--- src/rtl/uart_rx_byte_stage.sv ---
// UART 8N1 receive stage with a single-entry holding register.
//   clk        : system clock, rising edge
//   reset_n    : asynchronous active-low reset
//   rx         : asynchronous serial line, idle high
//   rx_data    : received byte, LSB = first data bit on the line
//   rx_valid   : rx_data holds an unconsumed byte
//   rx_ready   : downstream accepts rx_data when rx_valid is high
//   frame_err  : one-cycle pulse, stop bit sampled low
//   overrun    : one-cycle pulse, completed byte dropped (holding register full)
module uart_rx_byte_stage #(
    parameter int unsigned CLKS_PER_BIT = 434
) (
    input  logic       clk,
    input  logic       reset_n,
    input  logic       rx,
    output logic [7:0] rx_data,
    output logic       rx_valid,
    input  logic       rx_ready,
    output logic       frame_err,
    output logic       overrun
);

    localparam int unsigned TMR_W     = (CLKS_PER_BIT > 1) ? $clog2(CLKS_PER_BIT) : 1;
    localparam int unsigned HALF_BIT  = CLKS_PER_BIT / 2;
    localparam logic [TMR_W-1:0] BIT_LAST  = TMR_W'(CLKS_PER_BIT - 1);
    localparam logic [TMR_W-1:0] HALF_LAST = TMR_W'(HALF_BIT - 1);

    typedef enum logic [2:0] {
        S_IDLE,
        S_START,
        S_DATA,
        S_STOP,
        S_WAIT_HIGH
    } state_t;

    state_t             state_q, state_d;
    logic               rx_meta_q, rx_s_q;
    logic [TMR_W-1:0]   tmr_q, tmr_d;
    logic [2:0]         cnt_q, cnt_d;
    logic [7:0]         shift_q, shift_d;
    logic [7:0]         data_q, data_d;
    logic               valid_q, valid_d;
    logic               ferr_q, ferr_d;
    logic               ovr_q, ovr_d;
    logic               deliver;

    // Two-flop synchronizer; idles high so reset looks like an idle line
    always_ff @(posedge clk or negedge reset_n) begin
        if (!reset_n) begin
            rx_meta_q <= 1'b1;
            rx_s_q    <= 1'b1;
        end else begin
            rx_meta_q <= rx;
            rx_s_q    <= rx_meta_q;
        end
    end

    // State and datapath registers
    always_ff @(posedge clk or negedge reset_n) begin
        if (!reset_n) begin
            state_q <= S_IDLE;
            tmr_q   <= '0;
            cnt_q   <= '0;
            shift_q <= '0;
            data_q  <= '0;
            valid_q <= 1'b0;
            ferr_q  <= 1'b0;
            ovr_q   <= 1'b0;
        end else begin
            state_q <= state_d;
            tmr_q   <= tmr_d;
            cnt_q   <= cnt_d;
            shift_q <= shift_d;
            data_q  <= data_d;
            valid_q <= valid_d;
            ferr_q  <= ferr_d;
            ovr_q   <= ovr_d;
        end
    end

    // Next-state, bit timing and holding-register control
    always_comb begin
        state_d = state_q;
        tmr_d   = tmr_q;
        cnt_d   = cnt_q;
        shift_d = shift_q;
        data_d  = data_q;
        valid_d = valid_q;
        ferr_d  = 1'b0;
        ovr_d   = 1'b0;
        deliver = 1'b0;

        // Handshake retires the held byte; a same-cycle delivery re-asserts below
        if (valid_q && rx_ready) begin
            valid_d = 1'b0;
        end

        unique case (state_q)
            S_IDLE: begin
                if (!rx_s_q) begin
                    tmr_d   = '0;
                    state_d = S_START;
                end
            end
            S_START: begin
                if (tmr_q == HALF_LAST) begin
                    tmr_d = '0;
                    if (!rx_s_q) begin
                        cnt_d   = '0;
                        state_d = S_DATA;
                    end else begin
                        state_d = S_IDLE;
                    end
                end else begin
                    tmr_d = tmr_q + TMR_W'(1);
                end
            end
            S_DATA: begin
                if (tmr_q == BIT_LAST) begin
                    tmr_d   = '0;
                    // Shift right so the first bit ends up in bit 0
                    shift_d = {rx_s_q, shift_q[7:1]};
                    if (cnt_q == 3'd7) begin
                        state_d = S_STOP;
                    end else begin
                        cnt_d = cnt_q + 3'd1;
                    end
                end else begin
                    tmr_d = tmr_q + TMR_W'(1);
                end
            end
            S_STOP: begin
                if (tmr_q == BIT_LAST) begin
                    tmr_d = '0;
                    if (rx_s_q) begin
                        deliver = 1'b1;
                        state_d = S_IDLE;
                    end else begin
                        ferr_d  = 1'b1;
                        state_d = S_WAIT_HIGH;
                    end
                end else begin
                    tmr_d = tmr_q + TMR_W'(1);
                end
            end
            S_WAIT_HIGH: begin
                if (rx_s_q) begin
                    state_d = S_IDLE;
                end
            end
            default: begin
                state_d = S_IDLE;
            end
        endcase

        if (deliver) begin
            if (!valid_q || rx_ready) begin
                data_d  = shift_q;
                valid_d = 1'b1;
            end else begin
                ovr_d = 1'b1;
            end
        end
    end

    assign rx_data   = data_q;
    assign rx_valid  = valid_q;
    assign frame_err = ferr_q;
    assign overrun   = ovr_q;

endmodule

--- config.mk ---
export PLATFORM = sky130hd
export DESIGN_NAME = uart_rx_byte_stage
export DESIGN_NICKNAME = d
export VERILOG_FILES = /design/src/rtl/uart_rx_byte_stage.sv
export SDC_FILE = /design/constraint.sdc
export NUM_CORES = 1
export LEC_CHECK = 0
export BUFFER_PORTS_ARGS = -buffer_cell sky130_fd_sc_hd__buf_4
export CORE_ASPECT_RATIO = 1.75
export CORE_MARGIN = 3
export CORE_UTILIZATION = 58
export CTS_CLUSTER_DIAMETER = 200
export DETAILED_ROUTE_END_ITERATION = 12
export GPL_TIMING_DRIVEN = 0
export HOLD_SLACK_MARGIN = 0.1
export PLACE_DENSITY = 0.75
export SKIP_CTS_REPAIR_TIMING = 1
export SLEW_MARGIN = 20
export SYNTH_ARGS = -nofsm -noshare
export SYNTH_HDL_FRONTEND = slang
export SYNTH_SLANG_ARGS = --single-unit
--- constraint.sdc ---
create_clock -name clk -period 2.2 [get_ports clk]
set_input_delay 0.22 -clock clk [delete_from_list [all_inputs] [get_ports clk]]
set_output_delay 0.22 -clock clk [all_outputs]
set_load 0.02 [all_outputs]
==> Implementation_results.wiki <==
{| class="wikitable"
! Metric !! Value
|-
| Crit path arrival time || 2.05 ns
|-
| Core Rows || 25
|-
| Combinational family with the most area after synthesis || simple AND/OR/NAND/NOR gates
|-
| Final number of setup-violating endpoints || 0
|-
| Leading cell type in the layout, fill and taps excluded || sky130_fd_sc_hd__dfrtp_1
|-
| Commonest cells after routing, fill and taps aside || sky130_fd_sc_hd__dfrtp_1 (34), sky130_fd_sc_hd__nand2_1 (17), sky130_fd_sc_hd__buf_4 (17), sky130_fd_sc_hd__mux2_2 (16), sky130_fd_sc_hd__nor2_1 (8)
|-
| Synthesized area || between 0.0015 and 0.002 mm^2
|-
| Vias per Instance || roughly 6.2
|-
| Clock edge transition at the registers on the reported setup and hold paths || 0.06 ns
|-
| Full die area || between 0.003 and 0.004 mm^2
|-
| Worst slew margin || between 70% and 80%
|-
| Amount of wire on met3 after detailed routing || between 80 and 90 um
|-
| Post-detail-place hpwl || approximately 2400 um
|-
| Critical path peak fanout || 8
|-
| Crit Path Class || reg -> reg
|-
| Number of pins with negative max-slew slack in the final report || 0
|-
| Cell count of the worst reg-to-reg path || 7
|-
| Ys async rst share || 100.0%
|-
| Clock buffers created by TritonCTS || 5
|-
| Metal2 WL || between 1500 and 2000 um
|-
| Power density over the cells || between 500 and 600 mW/mm^2
|-
| Setup tns final || 0 ns
|-
| Fraction of layout instances using a drive strength above 1 || a little under a third
|-
| Distinct cell type count of the synthesized netlist || 43
|-
| Final worst path period share || about 86%
|-
| GRT Overall Usage || 20.67%
|-
| Final weighted congestion in routability-driven placement || approximately 0.76
|-
| Number of levels the H-tree was split into || 2
|-
| Max Clock Freq || 0.5296 GHz
|-
| Number of antenna violations at the first check in global routing || 0
|-
| Number of diodes added for antenna fixing || 0
|-
| Cell count after synthesis || around 160
|-
| WHS Endpoint || overrun
|-
| R2R Path Start || tmr_q[1]
|-
| Worst hold-check path type || in -> reg
|-
| Hold wc startpoint || rx_ready
|-
| Unrepaired setup endpoints after global routing || false
|-
| Post-Synth Simple-Gate Area || 17.17%
|-
| Worst-path cell with the longest stage delay || sky130_fd_sc_hd__dfrtp_1
|-
| TritonCTS sink count || 36
|-
| Worst setup SP type || flop
|-
| Largest net degree at the start of global routing || 37
|-
| Post-route antenna net violation count || 0
|-
| Aggregate routed wire length || between 3000 and 4000 um
|-
| Global-route wire length before repair || 5609 um
|-
| Synth Area in Compound Gates || about 12%
|-
| CTS tree || built
|-
| Die outline height || 78.49 um
|-
| Horizontal die dimension || around 47 um
|-
| Synthesis-stage register bit count || 36
|-
| Leakage || a little under 1 nW
|-
| Net Count, Synth || ~160
|-
| Number of flops mapped to enable cells by yosys || 0
|-
| Post-synthesis average cell area || between 10 and 15 um^2
|-
| Tightest Pin Transition || between 0.4 and 0.5 ns
|-
| Initial Utilization || about 63%
|-
| Sequential fraction of the synthesis area || between 50% and 60%
|-
| Number of iterations in the first detailed-routing pass || 4
|-
| Mux share of post-synthesis cell area || between 10% and 20%
|-
| Layout overhead on the synthesized area || 14.44%
|-
| Xor/xnor cell area share of the yosys netlist || 0%
|-
| Register-to-register path setup slack || ~0.31 ns
|-
| Max Buffers Root-to-Sink || 2
|-
| Via total after detailed routing || 1,268
|-
| Number of filler instances in the final layout || just under 200
|-
| Post-layout minimum cycle time || ~1.9 ns
|-
| VDD IR-drop max || ~0.58 mV
|-
| Critical path, cell by cell || inv_1 -> ha_1 -> and4bb_2 -> nand4_1 -> nor2b_1 -> buf_4 -> mux2_2
|-
| DRC marker count from the first detailed-route iteration || 18
|-
| Run status || finished, final reports clean
|-
| Fin Clk Skew || 0.007629 ns
|-
| Leading register cell type out of synthesis || sky130_fd_sc_hd__dfrtp_1
|-
| Critical path required time || between 2 and 2.5 ns
|-
| Average wire per cell in the routed design || 15.87 um
|-
| Drt drc || 0
|-
| Number of primary I/O pins || 15
|-
| Total congestion overflow after global routing || 0
|-
| Arithmetic-cell share of the synthesized area counting full adders, half adders and majority gates || around 3.6%
|-
| Worst Hold Path Cells || 3
|-
| Reg-to-Reg End || rx_data[0]
|-
| Clock latency at the later pin of the worst-skew pair || roughly 0.28 ns
|-
| Total design power || 1.161 mW
|-
| Number of buffers added on ports || 14
|-
| Highest Signal Layer || met4
|-
| Final Hold Violating Endpoints || 0
|-
| Clk root buf || sky130_fd_sc_hd__clkbuf_8
|-
| Kind of capture point of the worst setup path || flop
|-
| Crit path largest cell delay || 0.46 ns
|-
| Warnings from Yosys || 0
|-
| Number of global-route vias before repair || 1,279
|-
| Net count of the finished layout || 187
|-
| Core area || between 0.002 and 0.003 mm^2
|-
| Count of max-cap constraint violations || 0
|-
| WL met1 || 1208 um
|}
## worst max-delay path, delay by kind of cell (launching register included)
kind / cells / cell delay, ns
adder cells (fa/ha/maj): 1 / 0.14
multiplexers: 1 / 0.34
AND/OR/NAND/NOR: 3 / 0.56
buffers and inverters: 2 / 0.28
flip-flops: 1 / 0.46
## routing by layer
metal | GRT usage (%) | vias up
met5 | 0 | -
met4 | 11.63 | 0
met3 | 4.358 | 7
met2 | 36.16 | 23
met1 | 20.65 | 633
li1 | - | 605
## cell families (layout without fill, tap and decap cells)
| logic type | Yosys count | in the layout |
|---|---|---|
| AO/OA/AOI/OAI | 31 | 31 |
| adder cells (fa/ha/maj) | 5 | 5 |
| buffers and inverters | 12 | 36 |
| flip-flops | 36 | 36 |
| multiplexers | 18 | 18 |
| AND/OR/NAND/NOR | 53 | 53 |
## cell usage after synthesis (2+ instances only)
master                      number  area (um^2)
sky130_fd_sc_hd__buf_2           2        10.01
sky130_fd_sc_hd__and4b_1         2        20.02
sky130_fd_sc_hd__a21oi_1         5        25.02
sky130_fd_sc_hd__nand2b_1        2        12.51
sky130_fd_sc_hd__o21ai_0         5        25.02
sky130_fd_sc_hd__nand2_1        17        63.81
sky130_fd_sc_hd__mux2_2         16        180.2
sky130_fd_sc_hd__o21ai_1         2        10.01
sky130_fd_sc_hd__ha_1            5        62.56
sky130_fd_sc_hd__a2111oi_0       2        17.52
sky130_fd_sc_hd__buf_4           3        22.52
sky130_fd_sc_hd__nor2b_1         3        18.77
sky130_fd_sc_hd__nor4_1          2        12.51
sky130_fd_sc_hd__a21oi_2         2        17.52
sky130_fd_sc_hd__nor3_1          3        15.01
sky130_fd_sc_hd__nor2_1          8        30.03
sky130_fd_sc_hd__nand4_1         2        12.51
sky130_fd_sc_hd__dfrtp_1        34        850.8
sky130_fd_sc_hd__o31a_1          2        17.52
sky130_fd_sc_hd__o22ai_1         4        25.02
sky130_fd_sc_hd__inv_1           6        22.52
sky130_fd_sc_hd__nand3_1         4        20.02
sky130_fd_sc_hd__a21o_1          2        15.01
sky130_fd_sc_hd__mux2i_1         2        20.02
sky130_fd_sc_hd__dfstp_2         2        52.55
## per-stage QoR
| step | worst slack, ns | area (um^2) | hold slack (ns) | std cells | utilization (%) |
|---|---|---|---|---|---|
| CTS | 0.2953 | 1973 | -0.1136 | 204 | 70.88 |
| floorplan | 0.5024 | 1742 | -0.07559 | 155 | - |
| global route | 0.2042 | 1993 | 0.2413 | 206 | 71.60 |
| detailed placement | 0.3070 | 1881 | 0.1949 | 196 | 67.55 |
| global placement | 0.3279 | 1881 | 0.1906 | 196 | 67.55 |
| finish | 0.3119 | 1993 | 0.2290 | 206 | 71.60 |
## state kept, by name, summed over array words and instances, names as in the netlist
register	flops
cnt_q	3
frame_err	1
overrun	1
rx_data	8
rx_meta_q	1
rx_s_q	1
rx_valid	1
shift_q	8
state_q	3
tmr_q	9
## power by group
part / leakage [nW] / internal [mW] / switching [mW]
combinational: 0.453 / 0.00749 / 0.0165
sequential: 0.481 / 0.665 / 0.000677
clock: 0.0510 / 0.250 / 0.221
total: 0.985 / 0.922 / 0.239
## cell type report
class | instances | area (um^2) | area share [%]
Sequential cell | 36 | 903.4 | 45.32
Multi-Input combinational cell | 107 | 772.0 | 38.73
Timing Repair Buffer | 16 | 125.1 | 6.277
Clock buffer | 6 | 82.58 | 4.143
Buffer | 6 | 43.79 | 2.197
Tap cell | 27 | 33.78 | 1.695
Inverter | 6 | 22.52 | 1.130
Clock inverter | 2 | 10.01 | 0.5022
## worst max-delay path by stage
| stage | from | end | slack, ns | cells past startpoint |
|---|---|---|---|---|
| 2_1_floorplan | tmr_q[1] | rx_data[0] | 0.50 | 7 |
| 3_3_place_gp | tmr_q[1] | rx_data[7] | 0.33 | 7 |
| 3_5_place_dp | tmr_q[1] | rx_data[7] | 0.31 | 7 |
| 4_1_cts | tmr_q[1] | rx_data[0] | 0.30 | 7 |
| 5_1_grt | tmr_q[1] | rx_data[0] | 0.20 | 7 |
| 6_report | tmr_q[1] | rx_data[0] | 0.31 | 7 |
Note: power is estimated with default switching activity, not from simulation.
